**src/rtl/cpu_defs.sv**
```systemverilog
// Shared CPU definitions: fetch constants, next-PC source codes and
// fetch-sequencer FSM state encodings.
package cpu_defs;

  localparam logic [31:0] RESET_PC = 32'h0000_3000;
  localparam logic [31:0] EXC_PC   = 32'h0000_4180;
  localparam logic [31:0] IM_LO    = 32'h0000_3000;
  localparam logic [31:0] IM_HI    = 32'h0000_4FFF;

  // Instruction memory word-address width (8 KiB of 32-bit words).
  localparam int IM_AW = 11;

  // Next-PC source selected by the D stage.
  typedef enum logic [2:0] {
    PC_SRC_SEQ = 3'd0,
    PC_SRC_BR1 = 3'd1,
    PC_SRC_BR2 = 3'd2,
    PC_SRC_BR3 = 3'd3,
    PC_SRC_EPC = 3'd4
  } pc_src_e;

  // Fetch sequencer states.
  typedef enum logic [1:0] {
    ST_RUN   = 2'd0,
    ST_REDIR = 2'd1,
    ST_FAULT = 2'd2
  } fetch_state_e;

endpackage

```
**src/rtl/fetch_range_chk.sv**
```systemverilog
// Combinational address range / alignment checker with word-address
// derivation. Defaults cover the instruction memory; the load/store unit
// can instantiate it with its own window.
module fetch_range_chk
  import cpu_defs::*;
#(
  parameter logic [31:0] LO_ADDR = IM_LO,
  parameter logic [31:0] HI_ADDR = IM_HI
) (
  input  logic [31:0]      addr_i,
  output logic [IM_AW-1:0] word_addr_o,
  output logic             error_o
);

  // Word address relative to the window base, plus the legality flag.
  // LO_ADDR is word aligned, so subtracting only the word-index bits gives
  // the same result as slicing the full 32-bit difference.
  always_comb begin
    word_addr_o = addr_i[IM_AW+1:2] - LO_ADDR[IM_AW+1:2];
    error_o     = (addr_i < LO_ADDR) || (addr_i > HI_ADDR) ||
                  (addr_i[1:0] != 2'b00);
  end

endmodule

```
**src/rtl/fetch_sequencer.sv**
```systemverilog
// IF-stage sequencer: fetch PC register, prioritised next-PC selection,
// IF/ID flush, delay-slot tag and fetch-range error.
module fetch_sequencer
  import cpu_defs::*;
(
  input  logic             clk,
  input  logic             reset,
  input  logic             stall_f,
  input  logic             int_req,
  input  logic [2:0]       pc_src_d,
  input  logic [31:0]      pc_branch1_d,
  input  logic [31:0]      pc_branch2_d,
  input  logic [31:0]      pc_branch3_d,
  input  logic [31:0]      epc,
  input  logic             branch_d,
  output logic [31:0]      pc_f,
  output logic [31:0]      pc_plus4_f,
  output logic [IM_AW-1:0] im_addr,
  output logic             flush_d,
  output logic             at_delay_slot_f,
  output logic             error_f,
  output logic [1:0]       state_o
);

  logic [31:0]  pc_q, pc_d;
  fetch_state_e state_q, state_d;
  logic         flush_c;
  logic         range_err;

  fetch_range_chk u_range_chk (
    .addr_i      (pc_q),
    .word_addr_o (im_addr),
    .error_o     (range_err)
  );

  assign pc_plus4_f = pc_q + 32'd4;  // wraps modulo 2^32 by width

  // Next-PC, next-state and flush selection in fixed priority order.
  always_comb begin
    // NOTE: every output of this block gets a default first, so no path can
    // leave one unassigned and infer a latch.
    pc_d    = pc_q;
    state_d = state_q;
    flush_c = 1'b0;
    if (int_req) begin
      pc_d    = EXC_PC;
      state_d = ST_REDIR;
      flush_c = 1'b1;
    end else if (state_q == ST_FAULT) begin
      // Parked until an interrupt or reset; keep bubbling IF/ID.
      flush_c = 1'b1;
    end else if (stall_f) begin
      // Hold PC and state; IF/ID keeps its contents.
    end else if (range_err) begin
      // Illegal fetch: park here instead of running off into garbage.
      state_d = ST_FAULT;
      flush_c = 1'b1;
    end else if (state_q == ST_REDIR) begin
      // D holds a bubble, so its pc_src_d is meaningless.
      pc_d    = pc_plus4_f;
      state_d = ST_RUN;
    end else begin
      case (pc_src_d)
        PC_SRC_EPC: begin
          // eret has no delay slot: squash the instruction behind it.
          pc_d    = epc;
          state_d = ST_REDIR;
          flush_c = 1'b1;
        end
        PC_SRC_BR1: pc_d = pc_branch1_d;
        PC_SRC_BR2: pc_d = pc_branch2_d;
        PC_SRC_BR3: pc_d = pc_branch3_d;
        default:    pc_d = pc_plus4_f;
      endcase
    end
  end

  // PC and FSM state registers with asynchronous reset.
  always_ff @(posedge clk or posedge reset) begin
    // NOTE: sequential state uses non-blocking assignments so every register
    // samples the pre-edge values regardless of statement order.
    if (reset) begin
      pc_q    <= RESET_PC;
      state_q <= ST_RUN;
    end else begin
      pc_q    <= pc_d;
      state_q <= state_d;
    end
  end

  assign pc_f            = pc_q;
  assign error_f         = range_err;
  assign state_o         = state_q;
  // Reset wins over everything, including a coincident int_req or branch_d.
  assign flush_d         = flush_c & ~reset;
  assign at_delay_slot_f = branch_d & (state_q == ST_RUN) & ~reset;

endmodule
```
**config.mk**
```make
export PLATFORM = sky130hd
export DESIGN_NAME = fetch_sequencer
export DESIGN_NICKNAME = d
export VERILOG_FILES = /design/src/rtl/cpu_defs.sv /design/src/rtl/fetch_range_chk.sv /design/src/rtl/fetch_sequencer.sv
export SDC_FILE = /design/constraint.sdc
export NUM_CORES = 1
export LEC_CHECK = 0
export ABC_CLOCK_PERIOD_IN_PS = 2300
export CAP_MARGIN = 15
export CORE_UTILIZATION = 33
export CTS_BUF_LIST = sky130_fd_sc_hd__clkbuf_8
export DETAILED_ROUTE_END_ITERATION = 10
export HOLD_SLACK_MARGIN = 0.1
export PLACE_DENSITY_LB_ADDON = 0.25
export SLEW_MARGIN = 15
export SYNTH_ARGS = -nofsm -noshare
export SYNTH_HDL_FRONTEND = slang
export SYNTH_SLANG_ARGS = --single-unit
```
**constraint.sdc**
```tcl
create_clock -name clk -period 2.3 [get_ports clk]
set_clock_uncertainty 0.2 [all_clocks]
set_input_delay 0.46 -clock clk [delete_from_list [all_inputs] [get_ports clk]]
set_output_delay 0.46 -clock clk [all_outputs]
set_load 0.03 [all_outputs]
```
==> impl_results.rst, run 1 <==
.. list-table::
   :header-rows: 1

   * - Metric
     - Value
   * - Outcome
     - finished, violations left
   * - Violated checks
     - design-rule violations, negative setup slack
   * - Synthesized instance count
     - roughly 390
   * - Share of the clock period used by the worst path after layout
     - 123%
   * - Number of synthesized flops with an enable pin
     - 0
   * - Worst-Skew Late Latency
     - around 0.28 ns
   * - Maximum achievable frequency
     - 354 MHz
   * - Worst-case clock buffer depth
     - 2
   * - Cell types occupying the most area after synthesis
     - sky130_fd_sc_hd__dfrtp_1, sky130_fd_sc_hd__a22oi_1, sky130_fd_sc_hd__xnor2_1, sky130_fd_sc_hd__nand2_1, sky130_fd_sc_hd__o21ai_0
   * - Maximum number of pins on one net before global-route repair
     - 35
   * - Initial antenna violation count
     - 0
   * - Placed cell area
     - around 0.0061 sq mm
   * - Die boundary width
     - a little under 100 um
   * - Core area
     - 0.00885 sq mm
   * - TritonCTS clock tree
     - done
   * - Startpoint class of the critical path
     - flip-flop
   * - Effective utilization at floorplan
     - 34.6%
   * - Drt drc
     - 7
   * - Share of async-settable or async-resettable flops after synthesis
     - 100%
   * - Most used standard cells in the synthesized netlist
     - sky130_fd_sc_hd__nand2_1, sky130_fd_sc_hd__a22oi_1, sky130_fd_sc_hd__dfrtp_1, sky130_fd_sc_hd__o21ai_0, sky130_fd_sc_hd__clkbuf_1
   * - Number of vias after detailed routing
     - approximately 4,400
   * - WP data required
     - 1.64 ns
   * - Post-synthesis average cell area
     - around 7.9 sq um
   * - Yosys cell types
     - 54
   * - Standard-cell rows
     - 34
   * - DP Wirelength
     - between 10,000 and 15,000 um
   * - DR iter-0 viols
     - slightly above 300
   * - Yosys Warn Count
     - 0
   * - Data arrival at the endpoint of the critical path
     - 2.16 ns
   * - Largest vdd supply drop
     - about 0.38 mV
   * - Smallest setup slack after layout
     - -0.522 ns
   * - Final core utilization
     - between 70% and 80%
   * - Final worst hold slack
     - around 0.36 ns
   * - Post-synthesis net count
     - roughly 520
   * - DIE AREA
     - between 0.009 and 0.01 sq mm
   * - Port bufs
     - ~220
   * - Sink Count
     - 34
   * - Total chip power
     - roughly 2.7 mW
   * - Iteration count of the initial detailed-routing pass
     - 8
   * - Kind of end point of the critical path
     - primary output
   * - Most instantiated flip-flop cell in the synthesis netlist
     - sky130_fd_sc_hd__dfrtp_1
   * - Most instantiated library cell after synthesis
     - sky130_fd_sc_hd__nand2_1
   * - Path type of the worst min-delay path
     - flip-flop to flip-flop
   * - Share of layout cells above drive strength 1
     - 36.8%
   * - Total wire length
     - between 10,000 and 15,000 um
   * - Number of ports placed on the die boundary
     - approximately 220
   * - Placer's final routability congestion estimate
     - 0.847
   * - Yosys top cell by area
     - sky130_fd_sc_hd__dfrtp_1
   * - Diodes inserted
     - 0
   * - Max cap viols
     - 0
   * - Total global routing overflow
     - 0
   * - Height of the die
     - slightly below 100 um
   * - Number of setup violations in the final report
     - between 40 and 50
   * - Vias per cell
     - 5.59
   * - First-pass GRT wire length
     - approximately 22,000 um
   * - Filler Cells Inserted
     - between 600 and 700
   * - Path type of the worst setup path
     - flip-flop to primary output
   * - RSZ-0062 raised after global routing
     - yes
   * - Number of global-route vias before repair
     - about 4,400
   * - Gr usage total
     - between 20 and 30%
   * - TritonCTS Buffers
     - 5
   * - Total Negative Setup Slacks
     - -10.96 ns
   * - Final number of max-transition violations
     - 0
   * - Maximum net fanout on the critical path
     - 4
   * - Worst-Margin Slew
     - around 0.46 ns
   * - Maximum level of the CTS H-tree
     - 2
   * - Count of state elements after synthesis
     - 34
   * - Final min period
     - roughly 2.8 ns
   * - Count of antenna-violating nets left after detailed routing
     - 0
   * - Max-slew headroom
     - about 69%
   * - Final instance area
     - between 0.006 and 0.007 sq mm
   * - Area growth from synthesis to final layout
     - 124%
   * - Multi-input gate area
     - around 0.0025 sq mm
   * - Summed instance area of the synthesized netlist
     - 0.00306 sq mm
   * - Root buffer cell
     - sky130_fd_sc_hd__clkbuf_8
   * - Net total in the final layout
     - 824
   * - Power density of the placed cells
     - 393 mW/mm^2
   * - Register area
     - around 900 sq um
   * - Routed length per instance
     - 18.5 um
   * - Leakage power of the design
     - 3.00 nW
   * - Final hold viol count
     - 0
   * - Register area share after synthesis
     - between 20% and 30%
   * - Clock-pin slew of the registers on the worst-case setup and hold paths
     - roughly 0.07 ns
   * - Area share of the largest cell type after synthesis
     - between 20% and 30%
## per-stage QoR
stage / setup slack [ns] / cells
2_1_floorplan: -0.442 / 386
3_3_place_gp: -0.434 / 760
3_5_place_dp: -0.451 / 760
4_1_cts: -0.593 / 779
5_1_grt: -0.576 / 796
6_report: -0.522 / 796
## where the power goes
part / total, mW / switching, mW / internal, mW
sequential: 0.676 / 0.0395 / 0.636
clock: 0.465 / 0.227 / 0.237
combinational: 1.56 / 0.768 / 0.792
## cell families after synthesis
group           after synthesis  share of synthesized area [%]
mux                           5                           1.63
simple gates                121                           21.4
flops                        34                           27.9
xor+xnor                     28                           8.01
fa+ha+maj                     1                          0.408
buf+inv                      56                           8.50
compound gates              141                           32.1
## routing by layer
metal | vias to the layer above | share of wire [%] | track usage, %
met2 | 211 | 53 | 51.0
li1 | 2040 | - | -
met3 | 34 | 5.4 | 3.29
met1 | 2161 | 39 | 35.0
met4 | 0 | 2.7 | 10.1
met5 | - | 0 | 0
## layout make-up
class	count	area share [%]
flip-flops and latches	34	12.7
clock buffers	6	1.20
clock inverters	2	0.127
inverters	17	0.983
multi-input cells	296	36.8
well taps	108	1.97
repair buffers	333	46.1
## final timing paths
check,start,end,slack [ns],cells past startpoint
max reg2reg,pc_f[15],pc_f[6],-0.20,9
min reg2reg,pc_f[31],pc_f[31],0.36,1
max in group asynchronous,reset,pc_f[17],1.05,3
min in group asynchronous,reset,state_o[0],0.48,3
min,pc_f[31],pc_f[31],0.36,1
max,pc_f[3],pc_plus4_f[26],-0.52,7
## placed cells by master (no fill, tap or decap), types with 5 or more instances in the layout
cell,instances
sky130_fd_sc_hd__clkdlybuf4s50_1,179
sky130_fd_sc_hd__buf_4,102
sky130_fd_sc_hd__buf_6,40
sky130_fd_sc_hd__a22oi_1,36
sky130_fd_sc_hd__nand2_1,33
sky130_fd_sc_hd__dfrtp_2,18
sky130_fd_sc_hd__a21oi_1,17
sky130_fd_sc_hd__inv_1,16
sky130_fd_sc_hd__o21ai_0,14
sky130_fd_sc_hd__dfrtp_1,14
sky130_fd_sc_hd__a22o_1,12
sky130_fd_sc_hd__a221oi_1,11
sky130_fd_sc_hd__nor2_1,9
sky130_fd_sc_hd__xnor2_2,9
sky130_fd_sc_hd__o21ai_1,9
sky130_fd_sc_hd__xnor2_1,7
sky130_fd_sc_hd__nand3_1,7
sky130_fd_sc_hd__nor2_4,7
sky130_fd_sc_hd__nor3_1,6
sky130_fd_sc_hd__and3_1,6
sky130_fd_sc_hd__o22ai_1,6
sky130_fd_sc_hd__clkbuf_8,6
sky130_fd_sc_hd__nor3b_4,5
sky130_fd_sc_hd__nor3_4,5
sky130_fd_sc_hd__a31oi_1,5
sky130_fd_sc_hd__mux2i_1,5
sky130_fd_sc_hd__xor2_4,5
## what timing repair did
item,4_1_cts,5_1_grt
gates resized for setup,61,70
pin swaps,17,29
hold buffers,0,0
setup buffers,11,16
setup endpoints to repair,48,57
gates cloned,0,3
## worst max-delay path, cell delays in order, from the launching register on
cell and delay (ns):
sky130_fd_sc_hd__dfrtp_2 0.39, sky130_fd_sc_hd__ha_2 0.20, sky130_fd_sc_hd__nand4_1 0.18, sky130_fd_sc_hd__or3_4 0.45, sky130_fd_sc_hd__buf_6 0.15, sky130_fd_sc_hd__nor3b_4 0.19
sky130_fd_sc_hd__xor2_2 0.17, sky130_fd_sc_hd__buf_6 0.15
## registers in the layout (all words and copies together) (netlist names)
register	cells
pc_f	32
state_o	2
Note: power is estimated with default switching activity, not from simulation.
==> run 2, diff against run 1 <==
--- a/config.mk
+++ b/config.mk
@@ -7,6 +7,7 @@
 export LEC_CHECK = 0
 export ABC_CLOCK_PERIOD_IN_PS = 2300
 export CAP_MARGIN = 15
+export CORE_MARGIN = 10
 export CORE_UTILIZATION = 33
 export CTS_BUF_LIST = sky130_fd_sc_hd__clkbuf_8
 export DETAILED_ROUTE_END_ITERATION = 10
==> impl_results.rst, run 2 (same netlist as run 1, synthesis figures left out) <==
.. list-table::
   :header-rows: 1

   * - Metric
     - Value
   * - Maximum achievable frequency
     - 352 MHz (-0.66%)
   * - Total Negative Setup Slacks
     - -11.10 ns (-0.137 ns)
   * - Root buffer cell
     - sky130_fd_sc_hd__clkbuf_8
   * - Vias per cell
     - 5.65 (+1.2%)
   * - WP data required
     - 1.64 ns (about the same)
   * - Largest vdd supply drop
     - 0.347 mV (-9.2%)
   * - Violated checks
     - negative setup slack
   * - Power density of the placed cells
     - 410 mW/mm^2 (+4.4%)
   * - Number of setup violations in the final report
     - 50 (+2.0%)
   * - Final min period
     - 2.84 ns (+0.0188 ns)
   * - Worst-case clock buffer depth
     - 2 (unchanged)
   * - Placed cell area
     - 0.00615 sq mm (+0.26%)
   * - DIE AREA
     - 0.0135 sq mm (+40%)
   * - DP Wirelength
     - 12,800 um (+18%)
   * - Height of the die
     - 116 um (+18%)
   * - Max cap viols
     - 0 (unchanged)
   * - Data arrival at the endpoint of the critical path
     - 2.18 ns (+0.02 ns)
   * - Count of placed standard cells in the final layout, fillers left out
     - 792 (-0.50%)
   * - Maximum net fanout on the critical path
     - 6 (+2)
   * - Share of the clock period used by the worst path after layout
     - 124% (+0.82 points)
   * - Count of antenna-violating nets left after detailed routing
     - 0 (unchanged)
   * - Core area
     - 0.00915 sq mm (+3.4%)
   * - DR iter-0 viols
     - 363 (+17%)
   * - Filler Cells Inserted
     - 622 (+1.6%)
   * - Placer's final routability congestion estimate
     - 0.889 (+5.0%)
   * - TritonCTS Buffers
     - 5 (unchanged)
   * - Clock-pin slew of the registers on the worst-case setup and hold paths
     - 0.08 ns (about the same)
   * - Maximum level of the CTS H-tree
     - 2 (unchanged)
   * - Pre-CTS setup slack
     - -0.438 ns (+0.0130 ns)
   * - Number of global-route vias before repair
     - 4,814 (+8.4%)
   * - Kind of end point of the critical path
     - primary output
   * - Max-slew headroom
     - 67.9% (-1.4 points)
   * - Maximum number of pins on one net before global-route repair
     - 35 (unchanged)
   * - Final hold viol count
     - 0 (unchanged)
   * - Area growth from synthesis to final layout
     - 130%
   * - Leakage power of the design
     - 2.99 nW (-0.25%)
   * - Standard-cell rows
     - 35 (+2.9%)
   * - Net total in the final layout
     - 817 (-0.85%)
   * - Effective utilization at floorplan
     - 33.5% (-1.1 points)
   * - First-pass GRT wire length
     - 25,600 um (+18%)
   * - Diodes inserted
     - 0 (unchanged)
   * - RSZ-0062 raised after global routing
     - yes
   * - Placed Instances
     - 757 (-0.39%)
   * - Gr usage total
     - 24.1% (-4.3 points)
   * - TritonCTS clock tree
     - done
   * - Total global routing overflow
     - 0 (unchanged)
   * - Number of vias after detailed routing
     - 4,478 (+0.72%)
   * - Worst-Skew Late Latency
     - 0.30 ns (+0.02 ns)
   * - Highest-count cells in the layout ignoring fill and taps
     - sky130_fd_sc_hd__clkdlybuf4s50_1, sky130_fd_sc_hd__buf_4, sky130_fd_sc_hd__buf_6
   * - Share of layout cells above drive strength 1
     - 39.1% (+2.3 points)
   * - Drt drc
     - 0 (-7)
   * - Final number of max-transition violations
     - 0 (unchanged)
   * - Worst-Margin Slew
     - 0.481 ns (+0.0206 ns)
   * - Routed length per instance
     - 22.4 um (+21%)
   * - Most common cell after layout, fill and taps aside
     - sky130_fd_sc_hd__clkdlybuf4s50_1
   * - Port bufs
     - 215 (unchanged)
   * - Startpoint class of the critical path
     - flip-flop
   * - Hold buffer count at cts
     - 0 (unchanged)
   * - Iteration count of the initial detailed-routing pass
     - 7 (-1)
   * - Smallest setup slack after layout
     - -0.541 ns (-0.0188 ns)
   * - Final instance area
     - 0.00705 sq mm (+2.5%)
   * - Initial antenna violation count
     - 0 (unchanged)
   * - Total wire length
     - 17,700 um (+21%)
   * - Die boundary width
     - 116 um (+18%)
   * - Number of ports placed on the die boundary
     - 216 (unchanged)
   * - Flip-flop count of the largest register, all copies and words added
     - 32 (unchanged)
   * - Sink Count
     - 34 (unchanged)
   * - Path type of the worst setup path
     - flip-flop to primary output
   * - Path type of the worst min-delay path
     - flip-flop to flip-flop
   * - Outcome
     - finished, violations left
==> run 2: cell count changes in the layout (fill, tap and decap cells not counted), moves of 3 or more <==
cell	delta
sky130_fd_sc_hd__o21ai_2	+9
sky130_fd_sc_hd__buf_12	+5
sky130_fd_sc_hd__o21ai_1	-3
sky130_fd_sc_hd__o21ai_0	-7
sky130_fd_sc_hd__buf_4	-15
sky130_fd_sc_hd__a221oi_1	-4
sky130_fd_sc_hd__a221oi_2	+4
==> run 2: final timing paths <==
path	startpoint	end	slack (ns)	cells past startpoint
min reg2reg	pc_f[23]	pc_f[23]	0.40	2
max in group asynchronous	reset	pc_f[18]	1.04	3
max	pc_f[12]	pc_plus4_f[22]	-0.54	7
max reg2reg	pc_f[16]	pc_f[5]	-0.21	10
min in group asynchronous	reset	state_o[0]	0.47	3
min	pc_f[23]	pc_f[23]	0.40	2
==> run 2: critical path, cell delays in order (launching register included) <==
cell and delay [ns]:
sky130_fd_sc_hd__dfstp_2 0.53, sky130_fd_sc_hd__and3_4 0.20, sky130_fd_sc_hd__nand2_4 0.06, sky130_fd_sc_hd__or3_4 0.46, sky130_fd_sc_hd__buf_6 0.17, sky130_fd_sc_hd__nor3_4 0.15, sky130_fd_sc_hd__xor2_2 0.16, sky130_fd_sc_hd__buf_6 0.15
==> run 2: metal layers <==
metal  track usage, %  wire, um
met1             25.5      6240
met2             44.5      9630
met3             7.29      1530
met4             7.34       340
met5                0         0
==> run 2: stage by stage <==
stage          total power [mW]  util, %  hold slack, ns
6_report                   2.89     77.0           0.401
5_1_grt                    3.01     77.0           0.428
2_1_floorplan              1.33        -           0.202
3_3_place_gp               2.02     67.2           0.323
3_5_place_dp               2.05     67.2           0.332
4_1_cts                    2.70     72.8           0.370
==> run 2: area by class of cell <==
type	instances	area, sq um	area share [%]
repair buffers	326	3210	45.6
multi-input cells	296	2640	37.5
flip-flops and latches	34	876	12.4
well taps	111	139	1.97
inverters	17	70.1	0.994
clock buffers	5	68.8	0.977
clock inverters	3	40.0	0.568
==> run 2: power by group <==
| group | internal, mW | total (mW) | switching [mW] |
|---|---|---|---|
| clock | 0.319 | 0.565 | 0.246 |
| sequential | 0.636 | 0.673 | 0.0372 |
| combinational | 0.833 | 1.65 | 0.820 |
| total | 1.79 | 2.89 | 1.10 |
==> run 2: repair_timing <==
action                                  in CTS  in global routing
endpoints found under the setup margin      55                 56
pin swaps                                   22                 25
hold endpoints to repair                     0                  0
gates cloned                                 1                  1
gates resized for setup                     80                 81
buffers inserted                            12                 15
